--- src/rtl/frame_timing_gen.sv ---
// Video timing and test-pattern source: PPC pixels per clock, configurable porches,
// frame-aligned start/stop, per-frame pattern latch and a completed-frame counter.
module frame_timing_gen #(
   parameter int DW       = 8,
   parameter int PPC      = 1,
   parameter int H_ACTIVE = 1920,
   parameter int H_FP     = 88,
   parameter int H_SYNC   = 44,
   parameter int H_BP     = 148,
   parameter int V_ACTIVE = 1080,
   parameter int V_FP     = 4,
   parameter int V_SYNC   = 5,
   parameter int V_BP     = 36
) (
   input  logic              clk,
   input  logic              rstn,
   input  logic              enable,
   input  logic [1:0]        mode,
   output logic              frame_vs,
   output logic              frame_hs,
   output logic              frame_de,
   output logic [DW*PPC-1:0] frame_data,
   output logic              frame_vsync,
   output logic              frame_hsync,
   output logic [15:0]       frame_cnt,
   output logic              busy
);

   localparam int HT       = (H_ACTIVE + H_FP + H_SYNC + H_BP) / PPC;
   localparam int VT       = V_ACTIVE + V_FP + V_SYNC + V_BP;
   localparam int H_ACT_C  = H_ACTIVE / PPC;
   localparam int H_SYNC_S = (H_ACTIVE + H_FP) / PPC;
   localparam int H_SYNC_E = (H_ACTIVE + H_FP + H_SYNC) / PPC;
   localparam int V_SYNC_S = V_ACTIVE + V_FP;
   localparam int V_SYNC_E = V_ACTIVE + V_FP + V_SYNC;
   localparam int HW       = $clog2(HT + 1);
   localparam int VW       = $clog2(VT + 1);
   // Coordinate widths keep bit 4 addressable for the checkerboard on tiny rasters.
   localparam int XW       = ($clog2(HT * PPC + 1) > 5) ? $clog2(HT * PPC + 1) : 5;
   localparam int YW       = (VW > 5) ? VW : 5;

   typedef enum logic [1:0] {
      IDLE      = 2'd0,
      RUN       = 2'd1,
      STOP_PEND = 2'd2
   } state_t;

   state_t              state, state_nxt;
   logic [HW-1:0]       hcnt, hcnt_nxt;
   logic [VW-1:0]       vcnt, vcnt_nxt;
   logic [1:0]          mode_q, mode_nxt;
   logic [15:0]         cnt_nxt;
   logic                line_last, frame_last;
   logic                run_nxt, vs_nxt, hs_nxt, de_nxt, vsync_nxt, hsync_nxt;
   logic [DW*PPC-1:0]   data_nxt;
   logic [XW-1:0]       px;
   logic [YW-1:0]       py;
   logic [DW-1:0]       pix;

   assign line_last  = (hcnt == HW'(HT - 1));
   assign frame_last = line_last && (vcnt == VW'(VT - 1));

   // Next raster position, state and frame mode; outputs are decoded from these so the
   // registered stream shows the position the counters hold after the edge.
   always_comb begin
      // NOTE: every variable gets a default up front so no path leaves it unassigned,
      // which would otherwise infer a latch.
      state_nxt = state;
      hcnt_nxt  = hcnt;
      vcnt_nxt  = vcnt;
      mode_nxt  = mode_q;
      cnt_nxt   = frame_cnt;
      unique case (state)
         IDLE: begin
            hcnt_nxt = '0;
            vcnt_nxt = '0;
            if (enable) begin
               state_nxt = RUN;
               mode_nxt  = mode;
            end
         end
         RUN, STOP_PEND: begin
            if (frame_last) begin
               hcnt_nxt = '0;
               vcnt_nxt = '0;
               cnt_nxt  = frame_cnt + 16'd1;
               if (enable) begin
                  state_nxt = RUN;
                  mode_nxt  = mode;
               end else begin
                  state_nxt = IDLE;
               end
            end else begin
               state_nxt = enable ? RUN : STOP_PEND;
               if (line_last) begin
                  hcnt_nxt = '0;
                  vcnt_nxt = vcnt + 1'b1;
               end else begin
                  hcnt_nxt = hcnt + 1'b1;
               end
            end
         end
         default: begin
            state_nxt = IDLE;
            hcnt_nxt  = '0;
            vcnt_nxt  = '0;
         end
      endcase
   end

   assign run_nxt   = (state_nxt != IDLE);
   assign vs_nxt    = run_nxt && (vcnt_nxt < VW'(V_ACTIVE));
   assign hs_nxt    = run_nxt && (hcnt_nxt < HW'(H_ACT_C));
   assign de_nxt    = vs_nxt && hs_nxt;
   assign vsync_nxt = run_nxt && (vcnt_nxt >= VW'(V_SYNC_S)) && (vcnt_nxt < VW'(V_SYNC_E));
   assign hsync_nxt = run_nxt && (hcnt_nxt >= HW'(H_SYNC_S)) && (hcnt_nxt < HW'(H_SYNC_E));

   always_comb begin
      data_nxt = '0;
      px       = '0;
      pix      = '0;
      py       = YW'(vcnt_nxt);
      for (int k = 0; k < PPC; k++) begin
         px = XW'(hcnt_nxt) * XW'(PPC) + XW'(k);
         case (mode_nxt)
            2'd0:    pix = DW'(px);
            2'd1:    pix = DW'(py);
            2'd2:    pix = {DW{px[4] ^ py[4]}};
            default: pix = DW'(cnt_nxt);
         endcase
         if (de_nxt) data_nxt[k*DW +: DW] = pix;
      end
   end

   always_ff @(posedge clk or negedge rstn) begin
      if (!rstn) begin
         state       <= IDLE;
         hcnt        <= '0;
         vcnt        <= '0;
         mode_q      <= '0;
         frame_cnt   <= '0;
         frame_vs    <= 1'b0;
         frame_hs    <= 1'b0;
         frame_de    <= 1'b0;
         frame_vsync <= 1'b0;
         frame_hsync <= 1'b0;
         frame_data  <= '0;
         busy        <= 1'b0;
      end else begin
         // NOTE: non-blocking assignments so every register samples pre-edge values.
         state       <= state_nxt;
         hcnt        <= hcnt_nxt;
         vcnt        <= vcnt_nxt;
         mode_q      <= mode_nxt;
         frame_cnt   <= cnt_nxt;
         frame_vs    <= vs_nxt;
         frame_hs    <= hs_nxt;
         frame_de    <= de_nxt;
         frame_vsync <= vsync_nxt;
         frame_hsync <= hsync_nxt;
         frame_data  <= data_nxt;
         busy        <= run_nxt;
      end
   end

endmodule

--- config.mk ---
export PLATFORM = sky130hd
export DESIGN_NAME = frame_timing_gen
export DESIGN_NICKNAME = d
export VERILOG_FILES = /design/src/rtl/frame_timing_gen.sv
export SDC_FILE = /design/constraint.sdc
export NUM_CORES = 1
export LEC_CHECK = 0
export CAP_MARGIN = 10
export CORE_MARGIN = 5
export CORE_UTILIZATION = 51
export CTS_CLUSTER_SIZE = 30
export DETAILED_ROUTE_END_ITERATION = 8
export GPL_TIMING_DRIVEN = 0
export HOLD_SLACK_MARGIN = 0.08
export PLACE_DENSITY = 0.76
export RECOVER_POWER = 100
export SYNTH_ARGS = -nofsm -noshare
export SYNTH_HDL_FRONTEND = slang
export SYNTH_SLANG_ARGS = --single-unit
--- constraint.sdc ---
create_clock -name clk -period 2.95 [get_ports clk]
set_input_delay 0.59 -clock clk [delete_from_list [all_inputs] [get_ports clk]]
set_output_delay 0.59 -clock clk [all_outputs]
set_load 0.02 [all_outputs]
==> results of run 1 <==
==> layer usage <==
| layer | part of all wire, % | vias up | track usage [%] |
|---|---|---|---|
| met5 | 0 | - | 0 |
| met4 | 2.1 | 0 | 8.929 |
| met3 | 3.8 | 17 | 4.097 |
| met2 | 50 | 61 | 33.94 |
| met1 | 45 | 1289 | 27.35 |
| li1 | - | 1252 | - |
==> final timing paths <==
check,slack [ns],to,cells past startpoint
max,-0.03,frame_data[1],9
min,0.48,hcnt[10],1
max reg2reg,-0.03,frame_data[1],9
min reg2reg,0.48,frame_cnt[15],1
max in group asynchronous,0.96,hcnt[7],2
min in group clk,0.48,frame_cnt[15],1
==> cells in the final DEF, fill, tap and decap left out, types with 4 or more instances in the layout <==
cell type                       count
sky130_fd_sc_hd__nand2b_1           4
sky130_fd_sc_hd__nand4_1            7
sky130_fd_sc_hd__nor4_1             6
sky130_fd_sc_hd__xor2_1            10
sky130_fd_sc_hd__xnor2_1           25
sky130_fd_sc_hd__nor3_1            10
sky130_fd_sc_hd__mux2i_1            7
sky130_fd_sc_hd__or3_1              4
sky130_fd_sc_hd__nand2_1           27
sky130_fd_sc_hd__inv_1             19
sky130_fd_sc_hd__clkbuf_8          10
sky130_fd_sc_hd__buf_4             13
sky130_fd_sc_hd__dlygate4sd3_1     30
sky130_fd_sc_hd__nor2_1            28
sky130_fd_sc_hd__o21ai_0           12
sky130_fd_sc_hd__a21oi_1            4
sky130_fd_sc_hd__dfrtp_1           55
sky130_fd_sc_hd__nand3_1           13
sky130_fd_sc_hd__ha_1               5
sky130_fd_sc_hd__clkbuf_1           4
==> worst reg2reg max path: stages, from the launching register on <==
cell                       delay, ns
sky130_fd_sc_hd__dfrtp_1        0.39
sky130_fd_sc_hd__or4b_4         0.58
sky130_fd_sc_hd__or4_4          0.47
sky130_fd_sc_hd__buf_12         0.18
sky130_fd_sc_hd__nor2_4         0.14
sky130_fd_sc_hd__xnor2_2        0.09
sky130_fd_sc_hd__o41ai_4        0.48
sky130_fd_sc_hd__o311ai_4       0.18
sky130_fd_sc_hd__buf_12         0.18
sky130_fd_sc_hd__a211oi_1       0.20
==> metrics by stage <==
stage / hold WS, ns / std cells / instance area [um2] / setup slack [ns] / TNS (ns)
after floorplan: 0.2944 / 323 / 3164 / 0.04335 / 0
after global placement: 0.4604 / 432 / 3598 / -0.4363 / -27.75
after detailed placement: 0.4816 / 433 / 3613 / -0.4488 / -3.286
after CTS: 0.2433 / 455 / 3991 / -0.003809 / -0.005782
after global routing: 0.5137 / 454 / 4089 / -0.1462 / -0.9926
final: 0.4753 / 454 / 4089 / -0.02851 / -0.08043
==> area by class of cell <==
class,instances,area [um2],area share [%]
plain buffers,8,60.06,1.469
clock buffers,11,141.4,3.458
clock inverters,5,78.83,1.928
inverters,19,71.32,1.744
multi-input cells,231,1765,43.18
flip-flops and latches,57,1429,34.94
well taps,75,93.84,2.295
repair buffers,48,449.2,10.99
==> state kept, by name, indices dropped and copies added, names as in the netlist <==
| name | flops |
|---|---|
| frame_vsync | 1 |
| frame_vs | 1 |
| frame_cnt | 16 |
| busy | 1 |
| mode_q | 2 |
| state | 2 |
| frame_hsync | 1 |
| frame_data | 8 |
| vcnt | 11 |
| frame_de | 1 |
| hcnt | 12 |
| frame_hs | 1 |
==> power by group <==
group	total [mW]	switching (mW)	internal, mW
clock	0.812	0.314	0.497
sequential	0.945	0.0563	0.888
combinational	1.43	0.866	0.566
total	3.19	1.24	1.95
==> kinds of logic after synthesis <==
group                      Yosys count  share of synthesized area [%]
buffers and inverters               35                          4.468
DFF                                 57                          45.08
muxes                               10                          3.242
xor gates and xnor gates            36                          9.964
adders and majority gates            6                          2.372
and+or+nand+nor                    133                          22.89
AOI/OAI and AO/OA                   46                          11.98
==> repair_timing <==
item,4_1_cts,5_1_grt
setup buffers,10,4
pin swaps,7,3
gates resized for setup,21,21
cloned,0,0
hold endpoints to repair,0,0
setup endpoints to repair,13,14
==> out/results.md, run 1 <==
### Setup path
• **most prevalent standard cell on the critical path** sky130_fd_sc_hd__buf_12
• **critical path data arrival time** 3.21 ns
• **worst path cell trace** or4b_4 > or4_4 > buf_12 > nor2_4 > xnor2_2 > o41ai_4 > o311ai_4 > buf_12 > a211oi_1
• **Top Family by Delay on Critical Path** simple AND/OR/NAND/NOR gates
• **Data required, critical path** 3.18 ns
• **worst flop-to-flop path startpoint** hcnt[6]
• **Crit. Startpoint** hcnt[6]
• **Crit. End Element** flip-flop
• **Setup Crit Path Kind** reg2reg
• **CP max FO** 10
• **slowest cell delay on critical path** 0.58 ns
• **startpoint kind of the worst setup timing path** flip-flop
• **number of buffer and inverter stages on the critical path** 2
• **critical path's slowest cell** sky130_fd_sc_hd__or4b_4

### Run status
• **violations in the final reports** setup timing
• **run status** finished, violations left

### Clock network
• **Clock Latency Late Sink** 0.33 ns
• **total of hold buffers inserted after clock tree synthesis** 0
• **clock edge transition at the registers on the reported setup and hold paths** 0.07 ns
• **number of H-tree branching levels** 3
• **CTS Root Buffer Type** sky130_fd_sc_hd__clkbuf_8
• **total clock sinks** 57
• **CTS tree** done
• **CTS Buf Count** 9
• **maximum buffer depth of the clock tree** 2

### Die
• **die extent in x** 88.77 um
• **Site Rows** 28
• **placeable core region** 5991 um2
• **number of top-level pins** 35
• **Initial Utilization** 52.82%
• **total die area** 7880 um2
• **DIE HEIGHT** 88.77 um

### STA
• **fin crit share** 101.0%
• **worst slew slack as a fraction of its limit** 20.88%
• **unrepaired setup endpoints after global routing** true
• **number of hold violations in the final report** 0
• **Fin Clk Skew** 0.009413 ns
• **transition at the pin with the smallest max-transition slack** 1.187 ns
• **setup violators final** 4
• **maximum clock frequency** 0.3357 GHz
• **post-layout minimum cycle time** 2.979 ns
• **final max-slew violation count** 0
• **worst path setup slack after routing** -0.02851 ns

### Finish
• **number of nets in the layout** 385
• **number of antenna diodes** 0
• **layout cells sized above 1** 18.21%
• **end-of-flow core utilization** 68.25%
• **Fill cells** 454
• **Area growth syn-to-layout** 29.22%

### Synth
• **gate count after technology mapping** 323
• **cell taking the most area after synthesis** sky130_fd_sc_hd__dfrtp_1
• **number of library cell types mapped by synthesis** 58
• **number of synthesized register bits** 57
• **top cell types by occurrence after synthesis** sky130_fd_sc_hd__dfrtp_1, sky130_fd_sc_hd__nor2_1, sky130_fd_sc_hd__nand2_1
• **dominant register cell in the synthesized netlist** sky130_fd_sc_hd__dfrtp_1
• **count of synthesis-stage warnings from yosys** 0
• **number of flops mapped to enable cells by yosys** 0
• **share of Yosys cell area claimed by the top area cell type** 45.08%
• **dominant cell by count in the synthesized netlist** sky130_fd_sc_hd__dfrtp_1
• **Post-Synthesis Cell Area** 3164 um2
• **Net Count, Synth** 334
• **Syn Area/Cell** 9.797 um2
• **sequential element share of the synthesized area** 45.08%
• **top cells by area, synth** sky130_fd_sc_hd__dfrtp_1, sky130_fd_sc_hd__xnor2_1, sky130_fd_sc_hd__nor2_1
• **share of synthesized flip-flops with an asynchronous set or reset** 100.0%

### Drt
• **via count** 2619
• **vias per std cell** 5.769
• **residual antenna-violating net count after detailed routing** 0
• **number of DRC violations after detailed-routing iteration 0** 138
• **first-pass iteration count of the detailed router** 4
• **number of DRC violations after detailed routing** 0
• **mean routed wirelength per cell** 17.16 um
• **drt total wl** 7.791 mm

### Pwr
• **maximum vdd drop** 0.4152 mV
• **static leakage power** 1.768 nW
• **Total Power** 3.188 mW
• **power density normalized to cell area** 779.7 nW/um2

### Global route
• **largest net degree at the start of global routing** 36
• **overall routing resource usage** 20.95%
• **antenna violations before repair** 0
• **via count of the first global-routing pass** 2586
• **overflow left after global routing** 0
• **global-route wire length before repair** 12.45 mm

### Min path
• **Min-Delay Path Class** in2async

### Flow run
• **reported max-cap violation count** 0

### Place
• **sum of net half-perimeters after detailed placement** 5.498 mm
• **PortBufs** 34
• **final weighted congestion in routability-driven placement** 0.8790

Note: power is estimated with default switching activity, not from simulation.
==> run 2, diff against run 1 <==
- REMOVE_ABC_BUFFERS: default -> 1
==> run 2 against run 1 <==
The flow still finishes with violations (setup timing). Non-clock buffer count is 13 higher. First-iteration DRC count grew 53%. Critical endpoint is now frame_data[5]. Critical path type unchanged. Core utilization increased by 1.8 points. Global-route usage up 0.84 points. Final area increased by 2.6%. Register-to-register slack worse by 0.10 ns.
==> out/results.md, run 2 (same netlist as run 1, synthesis figures left out) <==
### Run status
• **run status** finished, violations left
• **violations in the final reports** setup timing

### Pwr
• **part of the total power dissipated in the clock network** 22.5%, -3.0 points
• **Comb power frac** 47.3%, +2.4 points
• **maximum vdd drop** 0.4152 mV, about the same
• **part of the total power dissipated in sequential elements** 30.2%, +0.6 points
• **fraction of power spent switching nets** 39.51%, +0.72 points
• **static leakage power** 1.820 nW, +2.9%
• **net switching power figure** 1.248 mW, +0.92%
• **power density normalized to cell area** 753.2 nW/um2, -3.4%
• **internal portion of total power** 1.911 mW, -2.1%
• **Total Power** 3.159 mW, -0.91%

### Clock network
• **Clock Latency Late Sink** 0.34 ns, about the same
• **CTS Root Buffer Type** sky130_fd_sc_hd__clkbuf_8
• **number of H-tree branching levels** 3, unchanged
• **clock edge transition at the registers on the reported setup and hold paths** 0.07 ns, about the same
• **CTS tree** done
• **CTS Buf Count** 9, unchanged
• **total clock sinks** 57, unchanged
• **maximum buffer depth of the clock tree** 2, unchanged

### Setup path
• **critical path data arrival time** 3.33 ns, +0.12 ns
• **number of buffer and inverter stages on the critical path** 2, unchanged
• **Top Family by Delay on Critical Path** simple AND/OR/NAND/NOR gates
• **depth of the worst register-to-register path** 9, unchanged
• **critical path's slowest cell** sky130_fd_sc_hd__or4_4
• **worst path cell trace** or4b_4 > or4_4 > buf_6 > buf_6 > nor4_4 > nand4_1 > xnor2_2 > o21ai_2 > a221oi_2
• **worst flop-to-flop path startpoint** hcnt[6]
• **worst reg2reg setup slack** -0.13 ns, -0.10 ns
• **CP max FO** 5, -5
• **Data required, critical path** 3.20 ns, +0.02 ns
• **Crit. End Element** flip-flop
• **Setup Crit Path Kind** reg2reg
• **slowest cell delay on critical path** 0.60 ns, +0.02 ns
• **startpoint kind of the worst setup timing path** flip-flop
• **most prevalent standard cell on the critical path** sky130_fd_sc_hd__buf_6
• **Crit Reg-Reg Endpoint** frame_data[5]

### Place
• **number of placed instances, taps included** 417, -3.7%
• **sum of net half-perimeters after detailed placement** 5.385 mm, -2.1%
• **final weighted congestion in routability-driven placement** 0.9350, +6.4%
• **PortBufs** 34, unchanged
• **Setup WS pre-CTS** -0.8803 ns, -0.4316 ns

### Die
• **number of top-level pins** 35, unchanged
• **Site Rows** 28, unchanged
• **DIE HEIGHT** 88.77 um, unchanged
• **total die area** 7880 um2, unchanged
• **Initial Utilization** 52.82%, unchanged
• **placeable core region** 5991 um2, unchanged
• **die extent in x** 88.77 um, unchanged

### Min path
• **Min-Delay Path Class** in2async

### Flow run
• **reported max-cap violation count** 0, unchanged

### Finish
• **fin cells** 468, +3.1%
• **max reg flops** 16, unchanged
• **number of nets in the layout** 399, +3.6%
• **register with the most flip-flops** frame_cnt
• **number of antenna diodes** 0, unchanged
• **leading cell type in the layout, fill and taps excluded** sky130_fd_sc_hd__dfrtp_1
• **layout cells sized above 1** 23.92%, +5.7 points
• **largest registers** frame_cnt: 16 flops, hcnt: 12 flops, vcnt: 11 flops
• **Area growth syn-to-layout** 32.54%
• **most frequent cells in the layout** sky130_fd_sc_hd__dfrtp_1, sky130_fd_sc_hd__nor2_1, sky130_fd_sc_hd__nand2_1, sky130_fd_sc_hd__buf_4, sky130_fd_sc_hd__dlygate4sd3_1

### Global route
• **overall routing resource usage** 21.79%, +0.84 points
• **via count of the first global-routing pass** 2681, +3.7%
• **overflow left after global routing** 0, unchanged
• **antenna violations before repair** 0, unchanged
• **largest net degree at the start of global routing** 40, +11%
• **global-route wire length before repair** 13.03 mm, +4.6%

### Drt
• **vias per std cell** 5.823, +0.93%
• **first-pass iteration count of the detailed router** 4, unchanged
• **drt total wl** 8.410 mm, +7.9%
• **number of DRC violations after detailed routing** 0, unchanged
• **number of DRC violations after detailed-routing iteration 0** 211, +53%
• **via count** 2725, +4.0%
• **residual antenna-violating net count after detailed routing** 0, unchanged
• **mean routed wirelength per cell** 17.97 um, +4.7%

### STA
• **setup violators final** 8, +4
• **transition at the pin with the smallest max-transition slack** 0.9863 ns, -0.2005 ns
• **final max-slew violation count** 0, unchanged
• **fin crit share** 104.4%, +3.4 points
• **worst slew slack as a fraction of its limit** 34.24%, +13 points
• **worst path setup slack after routing** -0.1296 ns, -0.1011 ns
• **Fin Clk Skew** 0.006924 ns, -0.002489 ns
• **number of hold violations in the final report** 0, unchanged
• **unrepaired setup endpoints after global routing** true
• **worst hold margin** 0.3788 ns, -0.09657 ns
• **post-layout minimum cycle time** 3.080 ns, +0.1011 ns
• **post-route setup TNS** -0.4330 ns, -0.3526 ns
• **maximum clock frequency** 0.3247 GHz, -3.3%

## run 2: how the worst max path moves through the flow
| stage | from | end | slack (ns) | cells after the start |
|---|---|---|---|---|
| finish | hcnt[6] | frame_data[5] | -0.13 | 9 |
| detailed placement | hcnt[5] | frame_data[4] | -0.88 | 8 |
| floorplan | hcnt[6] | frame_data[2] | -0.29 | 7 |
| CTS | hcnt[10] | frame_data[1] | -0.04 | 7 |
| global placement | hcnt[5] | frame_data[6] | -0.82 | 7 |
| global route | hcnt[6] | frame_data[5] | -0.19 | 9 |
## run 2: power groups by stage
stage	combinational, mW	clock (mW)	sequential (mW)
2_1_floorplan	0.633	0	1.02
3_3_place_gp	1.03	0	0.956
3_5_place_dp	1.05	0	0.963
4_1_cts	1.41	0.717	0.951
5_1_grt	1.60	0.754	0.965
6_report	1.49	0.711	0.953
## run 2: what timing repair did
item	in CTS	in global routing
pin swaps	12	19
cloned	1	0
endpoints found under the setup margin	17	16
endpoints found under the hold margin	0	0
resized for setup	27	22
setup buffers	20	14
hold buffers	0	0
## run 2: cell type report
class                      instances  area (um2)
fill                             407        1797
multi-input combinational        232        1783
sequential                        57        1431
timing repair buffer              69       620.6
clock buffer                      15       186.4
tap                               75       93.84
inverter                          19       71.32
clock inverter                     1       7.507
## run 2: through the flow
step | utilization, % | cell area (um2)
5_1_grt | 70.01 | 4194
2_1_floorplan | - | 3094
3_5_place_dp | 59.15 | 3543
6_report | 70.01 | 4194
3_3_place_gp | 58.90 | 3528
4_1_cts | 67.21 | 4026
## run 2: routing by layer
metal / GRT usage (%) / vias to the layer above / part of all wire, %
met3: 6.331 / 20 / 5.2
met1: 27.41 / 1349 / 41
met2: 35.29 / 81 / 51
met4: 8.654 / 0 / 2.5
met5: 0 / - / 0
li1: - / 1275 / -
==> run 3, diff against run 2 <==
- CTS_BUF_LIST: default -> sky130_fd_sc_hd__clkbuf_16
==> run 3 against run 2 <==
The run still ends with setup timing left. Combinational power up 11%. Via count up 4.6%. Clock skew down 0.0023 ns. Fmax up 0.26%. Power up 11%. Critical path type unchanged.
==> out/results.md, run 3 (same netlist as run 1, synthesis figures left out) <==
### Finish
• **fin cells** 470, +0.43%
• **number of antenna diodes** 0, unchanged
• **Area growth syn-to-layout** 35.86%
• **final instance area** 4299 um2, +2.5%
• **number of nets in the layout** 401, +0.50%
• **layout cells sized above 1** 24.05%, +0.13 points
• **largest registers** frame_cnt: 16 flops, hcnt: 12 flops, vcnt: 11 flops
• **most frequent cells in the layout** sky130_fd_sc_hd__dfrtp_1, sky130_fd_sc_hd__clkdlybuf4s50_1, sky130_fd_sc_hd__buf_4, sky130_fd_sc_hd__nor2_1, sky130_fd_sc_hd__nand2_1
• **register with the most flip-flops** frame_cnt
• **end-of-flow core utilization** 71.76%, +1.8 points
• **max reg flops** 16, unchanged
• **leading cell type in the layout, fill and taps excluded** sky130_fd_sc_hd__dfrtp_1

### Die
• **number of top-level pins** 35, unchanged
• **total die area** 7880 um2, unchanged
• **Initial Utilization** 52.82%, unchanged
• **Site Rows** 28, unchanged
• **DIE HEIGHT** 88.77 um, unchanged
• **placeable core region** 5991 um2, unchanged
• **die extent in x** 88.77 um, unchanged

### Pwr
• **internal portion of total power** 2.146 mW, +12%
• **fraction of power spent switching nets** 38.89%, -0.62 points
• **power density normalized to cell area** 817.0 nW/um2, +8.5%
• **net switching power figure** 1.366 mW, +9.4%
• **part of the total power dissipated in the clock network** 25.5%, +3.0 points
• **part of the total power dissipated in sequential elements** 27.3%, -2.9 points
• **maximum vdd drop** 0.5635 mV, +36%
• **Comb power frac** 47.2%, about the same
• **static leakage power** 1.789 nW, -1.7%
• **Total Power** 3.512 mW, +11%

### Setup path
• **Data required, critical path** 3.18 ns, -0.02 ns
• **slowest cell delay on critical path** 0.59 ns, about the same
• **most prevalent standard cell on the critical path** sky130_fd_sc_hd__buf_6
• **worst reg2reg setup slack** -0.12 ns, about the same
• **number of buffer and inverter stages on the critical path** 2, unchanged
• **Top Family by Delay on Critical Path** simple AND/OR/NAND/NOR gates
• **Crit Reg-Reg Endpoint** frame_data[5]
• **Setup Crit Path Kind** reg2reg
• **worst path cell trace** or4b_4 > or4_4 > buf_6 > buf_6 > nor4_4 > nand4_1 > xnor2_2 > o21ai_2 > a221oi_2
• **worst flop-to-flop path startpoint** hcnt[6]
• **depth of the worst register-to-register path** 9, unchanged
• **critical path data arrival time** 3.31 ns, -0.02 ns
• **critical path's slowest cell** sky130_fd_sc_hd__or4b_4
• **CP max FO** 5, unchanged
• **startpoint kind of the worst setup timing path** flip-flop
• **Crit. End Element** flip-flop

### Min path
• **Min-Delay Path Class** in2async

### Global route
• **antenna violations before repair** 0, unchanged
• **largest net degree at the start of global routing** 40, unchanged
• **via count of the first global-routing pass** 2699, +0.67%
• **met3 usage in global routing** 6.331%, unchanged
• **overflow left after global routing** 0, unchanged
• **global-route wire length before repair** 13.23 mm, +1.5%
• **busiest grt layer** met2
• **overall routing resource usage** 22.22%, +0.43 points
• **global-route met1 utilization** 27.05%, -0.35 points
• **met2 capacity usage during global routing** 36.50%, +1.2 points

### Drt
• **via count** 2849, +4.6%
• **number of DRC violations after detailed routing** 0, unchanged
• **first-pass iteration count of the detailed router** 5, +1
• **mean routed wirelength per cell** 18.94 um, +5.4%
• **drt total wl** 8.900 mm, +5.8%
• **vias per std cell** 6.062, +4.1%
• **number of DRC violations after detailed-routing iteration 0** 292, +38%
• **residual antenna-violating net count after detailed routing** 0, unchanged

### Clock network
• **number of H-tree branching levels** 3, unchanged
• **CTS Root Buffer Type** sky130_fd_sc_hd__clkbuf_16
• **clock edge transition at the registers on the reported setup and hold paths** 0.05 ns, -0.02 ns
• **total of hold buffers inserted after clock tree synthesis** 0, unchanged
• **Clock Latency Late Sink** 0.33 ns, about the same
• **total clock sinks** 57, unchanged
• **maximum buffer depth of the clock tree** 2, unchanged
• **CTS tree** done
• **CTS Buf Count** 9, unchanged

### STA
• **post-layout minimum cycle time** 3.072 ns, -0.007976 ns
• **fin crit share** 104.1%, -0.27 points
• **maximum clock frequency** 0.3256 GHz, +0.26%
• **number of hold violations in the final report** 0, unchanged
• **setup violators final** 8, unchanged
• **worst path setup slack after routing** -0.1216 ns, +0.007976 ns
• **worst slew slack as a fraction of its limit** 33.66%, -0.59 points
• **unrepaired setup endpoints after global routing** true
• **transition at the pin with the smallest max-transition slack** 0.9952 ns, +0.008821 ns
• **final max-slew violation count** 0, unchanged
• **Fin Clk Skew** 0.004640 ns, -0.002284 ns

### Run status
• **violations in the final reports** setup timing
• **run status** finished, violations left

### Place
• **PortBufs** 34, unchanged
• **number of placed instances, taps included** 417, unchanged
• **sum of net half-perimeters after detailed placement** 5.385 mm, unchanged
• **final weighted congestion in routability-driven placement** 0.9350, unchanged
• **placed standard-cell area** 3543 um2, unchanged

### Flow run
• **reported max-cap violation count** 0, unchanged

## run 3: cell types whose count changed in the layout (fill, tap and decap cells not counted), moves of 2 or more
cell,delta
sky130_fd_sc_hd__clkdlybuf4s50_1,+23
sky130_fd_sc_hd__dlygate4sd3_1,-23
sky130_fd_sc_hd__clkbuf_1,-2
sky130_fd_sc_hd__clkbuf_16,+9
sky130_fd_sc_hd__buf_4,+2
sky130_fd_sc_hd__clkbuf_8,-13
sky130_fd_sc_hd__clkinv_1,+4
sky130_fd_sc_hd__inv_1,+2
## run 3: timing repair
action | in CTS | in global routing
pin swaps | 15 | 21
hold endpoints to repair | 0 | 0
gates resized for setup | 26 | 30
buffers inserted | 19 | 17
cloned | 1 | 0
setup endpoints to repair | 17 | 9
## run 3: worst max-delay path by stage
stage	cells past startpoint	start	slack, ns	endpoint
CTS	7	hcnt[10]	-0.03	frame_data[4]
finish	9	hcnt[6]	-0.12	frame_data[5]
global placement	7	hcnt[5]	-0.82	frame_data[6]
detailed placement	8	hcnt[5]	-0.88	frame_data[4]
floorplan	7	hcnt[6]	-0.29	frame_data[2]
global route	9	hcnt[6]	-0.26	frame_data[5]
## run 3: through the flow
| step | setup TNS [ns] | setup slack [ns] | hold slack, ns |
|---|---|---|---|
| finish | -0.5795 | -0.1216 | 0.4013 |
| global route | -1.227 | -0.2594 | 0.4973 |
| CTS | -0.1709 | -0.03155 | 0.2122 |
| detailed placement | -7.741 | -0.8803 | 0.4744 |
| global placement | -33.78 | -0.8159 | 0.4603 |
| floorplan | -1.878 | -0.2868 | 0.2944 |
## run 3: power by group through the flow
stage | logic, mW | clock network (mW) | registers (mW)
after global routing | 1.73 | 0.952 | 0.969
after floorplan | 0.633 | 0 | 1.02
after CTS | 1.37 | 0.902 | 0.953
after detailed placement | 1.05 | 0 | 0.963
after global placement | 1.03 | 0 | 0.956
final | 1.66 | 0.894 | 0.959
## run 3: per-layer routing
layer | routed length (um) | up-vias
met5 | 0 | -
met4 | 361 | 0
met3 | 482 | 36
met2 | 4510 | 130
met1 | 3545 | 1401
li1 | - | 1282
## run 3: layout make-up
class | instances | area [um2]
Inverter | 19 | 73.82
Tap cell | 75 | 93.84
Sequential cell | 57 | 1433
Clock buffer | 9 | 225.2
Timing Repair Buffer | 71 | 635.6
Multi-Input combinational cell | 232 | 1808
Fill cell | 395 | 1692
Clock inverter | 7 | 30.03
## run 3: worst register-to-register path, delay by kind of cell, from the launching register on
kind                      cells  cell delay (ns)
and+or+nand+nor               4             1.72
DFF                           1             0.37
xor gates and xnor gates      1             0.28
AOI/OAI and AO/OA             2             0.33
buffers and inverters         2             0.27
==> RTL edit (config.mk and constraints of run 1) <==
Reset style: synchronous (`rstn`), changed in one clocked block.
--- a/src/rtl/frame_timing_gen.sv
+++ b/src/rtl/frame_timing_gen.sv
@@ -132,7 +132,7 @@
       end
    end
 
-   always_ff @(posedge clk or negedge rstn) begin
+   always_ff @(posedge clk) begin
       if (!rstn) begin
          state       <= IDLE;
          hcnt        <= '0;
Formal check against the unedited RTL: differs if rstn is asserted again (counterexample within 4 cycles, from zero or initial values and one cycle with rstn low); with rstn held inactive, the same outputs for 10 cycles.
==> RTL edit against run 1 <==
Routed wire length grew 1.4%. Setup slack improved by 0.19 ns. Area after synthesis grew 0.32%. First-iteration DRC count up 27%. Final cell count rose by 9.0%. Synthesized cell count up 15%. Sequential cell count did not move. Design area shrank 6.5%. Core utilization is 4.5 points lower. Critical endpoint is now frame_data[2].
Power is not compared: it rests on default switching activity, and its combinational part moved more than twofold at a synthesized area within 25%.
==> RTL edit: results (changes against run 1) <==
- Non-Clock Buffer Area Fraction: 12.0% (was 12.5%)
- Sum of net half-perimeters after detailed placement: 5810 um (was 5500 um)
- Resized Gates After CTS: 1 (was 21)
- Clk_buf instances: 14 (was 11)
- Wire per inst: 16.0 um (was 17.2 um)
- Fraction of standard cell area that is sequential: 29.9% (was 34.9%)
- Vias in the first global route: 2780 (was 2586)
- Initial drt markers: 175 (was 138)
- Wire length of the first global-routing pass: 13200 um (was 12500 um)
- Worst clock skew: 0.00551 ns (was 0.00941 ns)
- Routability Congestion: 0.900 (was 0.879)
- Class of the tightest hold or removal check: reg -> reg (was in -> async)
- Async set or reset register ratio after synthesis: 0% (was 100%)
- Number of nets in the finished design: 428 (was 385)
- Standard cell area after detailed placement: 3610 sq um (about the same)
- All-Layer GR Usage: 21.5% (was 21.0%)
- Clock network area share: 4.26% (was 5.39%)
- Mux share of post-synthesis cell area: 3.04% (was 3.24%)
- Result of the run: complete, no violations (was finished with violations)
- Met3 Routed Length: 461 um (was 298 um)
- Top cells by area in the synthesized netlist: sky130_fd_sc_hd__dfxtp_1, sky130_fd_sc_hd__xnor2_1, sky130_fd_sc_hd__nor2_1 (was sky130_fd_sc_hd__dfrtp_1, sky130_fd_sc_hd__xnor2_1, sky130_fd_sc_hd__nor2_1)
- Post-synth cell types: 61 (was 58)
- Area occupied by registers: 1140 sq um (was 1430 sq um)
- Pin count of the biggest net entering global routing: 11 (was 36)
- Synthesized net count: 381 (was 334)
- Inverter count: 12 (was 19)
- Share of synthesized area occupied by flip-flops and latches: 35.9% (was 45.1%)
- Multi-input comb cells: 283 (was 231)
- Fraction of the mapped netlist area in compound gates: 12.2% (was 12.0%)
- Commonest cells post-synth: sky130_fd_sc_hd__dfxtp_1, sky130_fd_sc_hd__nor2_1, sky130_fd_sc_hd__xnor2_1 (was sky130_fd_sc_hd__dfrtp_1, sky130_fd_sc_hd__nor2_1, sky130_fd_sc_hd__nand2_1)
- Grt met2 use: 35.2% (was 33.9%)
- Area of the multi-input gates: 1920 sq um (was 1770 sq um)
## RTL edit: changes by cell type after synthesis, moves of 9 or more
cell,before,now
sky130_fd_sc_hd__dfrtp_1,57,0
sky130_fd_sc_hd__nor3_1,11,20
sky130_fd_sc_hd__nor2_1,31,49
sky130_fd_sc_hd__and3_1,2,11
sky130_fd_sc_hd__dfxtp_1,0,57
sky130_fd_sc_hd__and2_1,3,14
## RTL edit: stage by stage
step / total power, mW / setup WS [ns] / std cells
final: 1.72 / 0.163 / 495
after detailed placement: 1.08 / 0.0168 / 479
after global routing: 1.80 / 0.0216 / 495
after CTS: 1.72 / 0.0689 / 493
after global placement: 1.08 / 0.0437 / 479
after floorplan: 1.00 / 0.417 / 370
## RTL edit: final timing paths
check / startpoint / to / slack [ns] / cells past startpoint
setup reg to reg: vcnt[3] / frame_data[2] / 0.16 / 9
hold reg to reg: hcnt[0] / hcnt[0] / 0.47 / 1
setup / recovery: vcnt[3] / frame_data[2] / 0.16 / 9
hold / removal: hcnt[0] / hcnt[0] / 0.47 / 1
## RTL edit: worst max-delay path: stages (launching register included)
cell	delay, ns
sky130_fd_sc_hd__dfxtp_1	0.29
sky130_fd_sc_hd__buf_2	0.16
sky130_fd_sc_hd__nor4bb_1	0.41
sky130_fd_sc_hd__nand3_1	0.28
sky130_fd_sc_hd__or2_1	0.34
sky130_fd_sc_hd__a311oi_4	0.36
sky130_fd_sc_hd__buf_6	0.20
sky130_fd_sc_hd__mux2_2	0.36
sky130_fd_sc_hd__a22oi_1	0.19
sky130_fd_sc_hd__nor3_1	0.06
## RTL edit: kinds of logic after synthesis
logic type	count (synthesis)
AND/OR/NAND/NOR	184
flip-flops	57
AO/OA/AOI/OAI	50
XOR/XNOR	34
buffers and inverters	30
multiplexers	9
adder cells (fa/ha/maj)	6
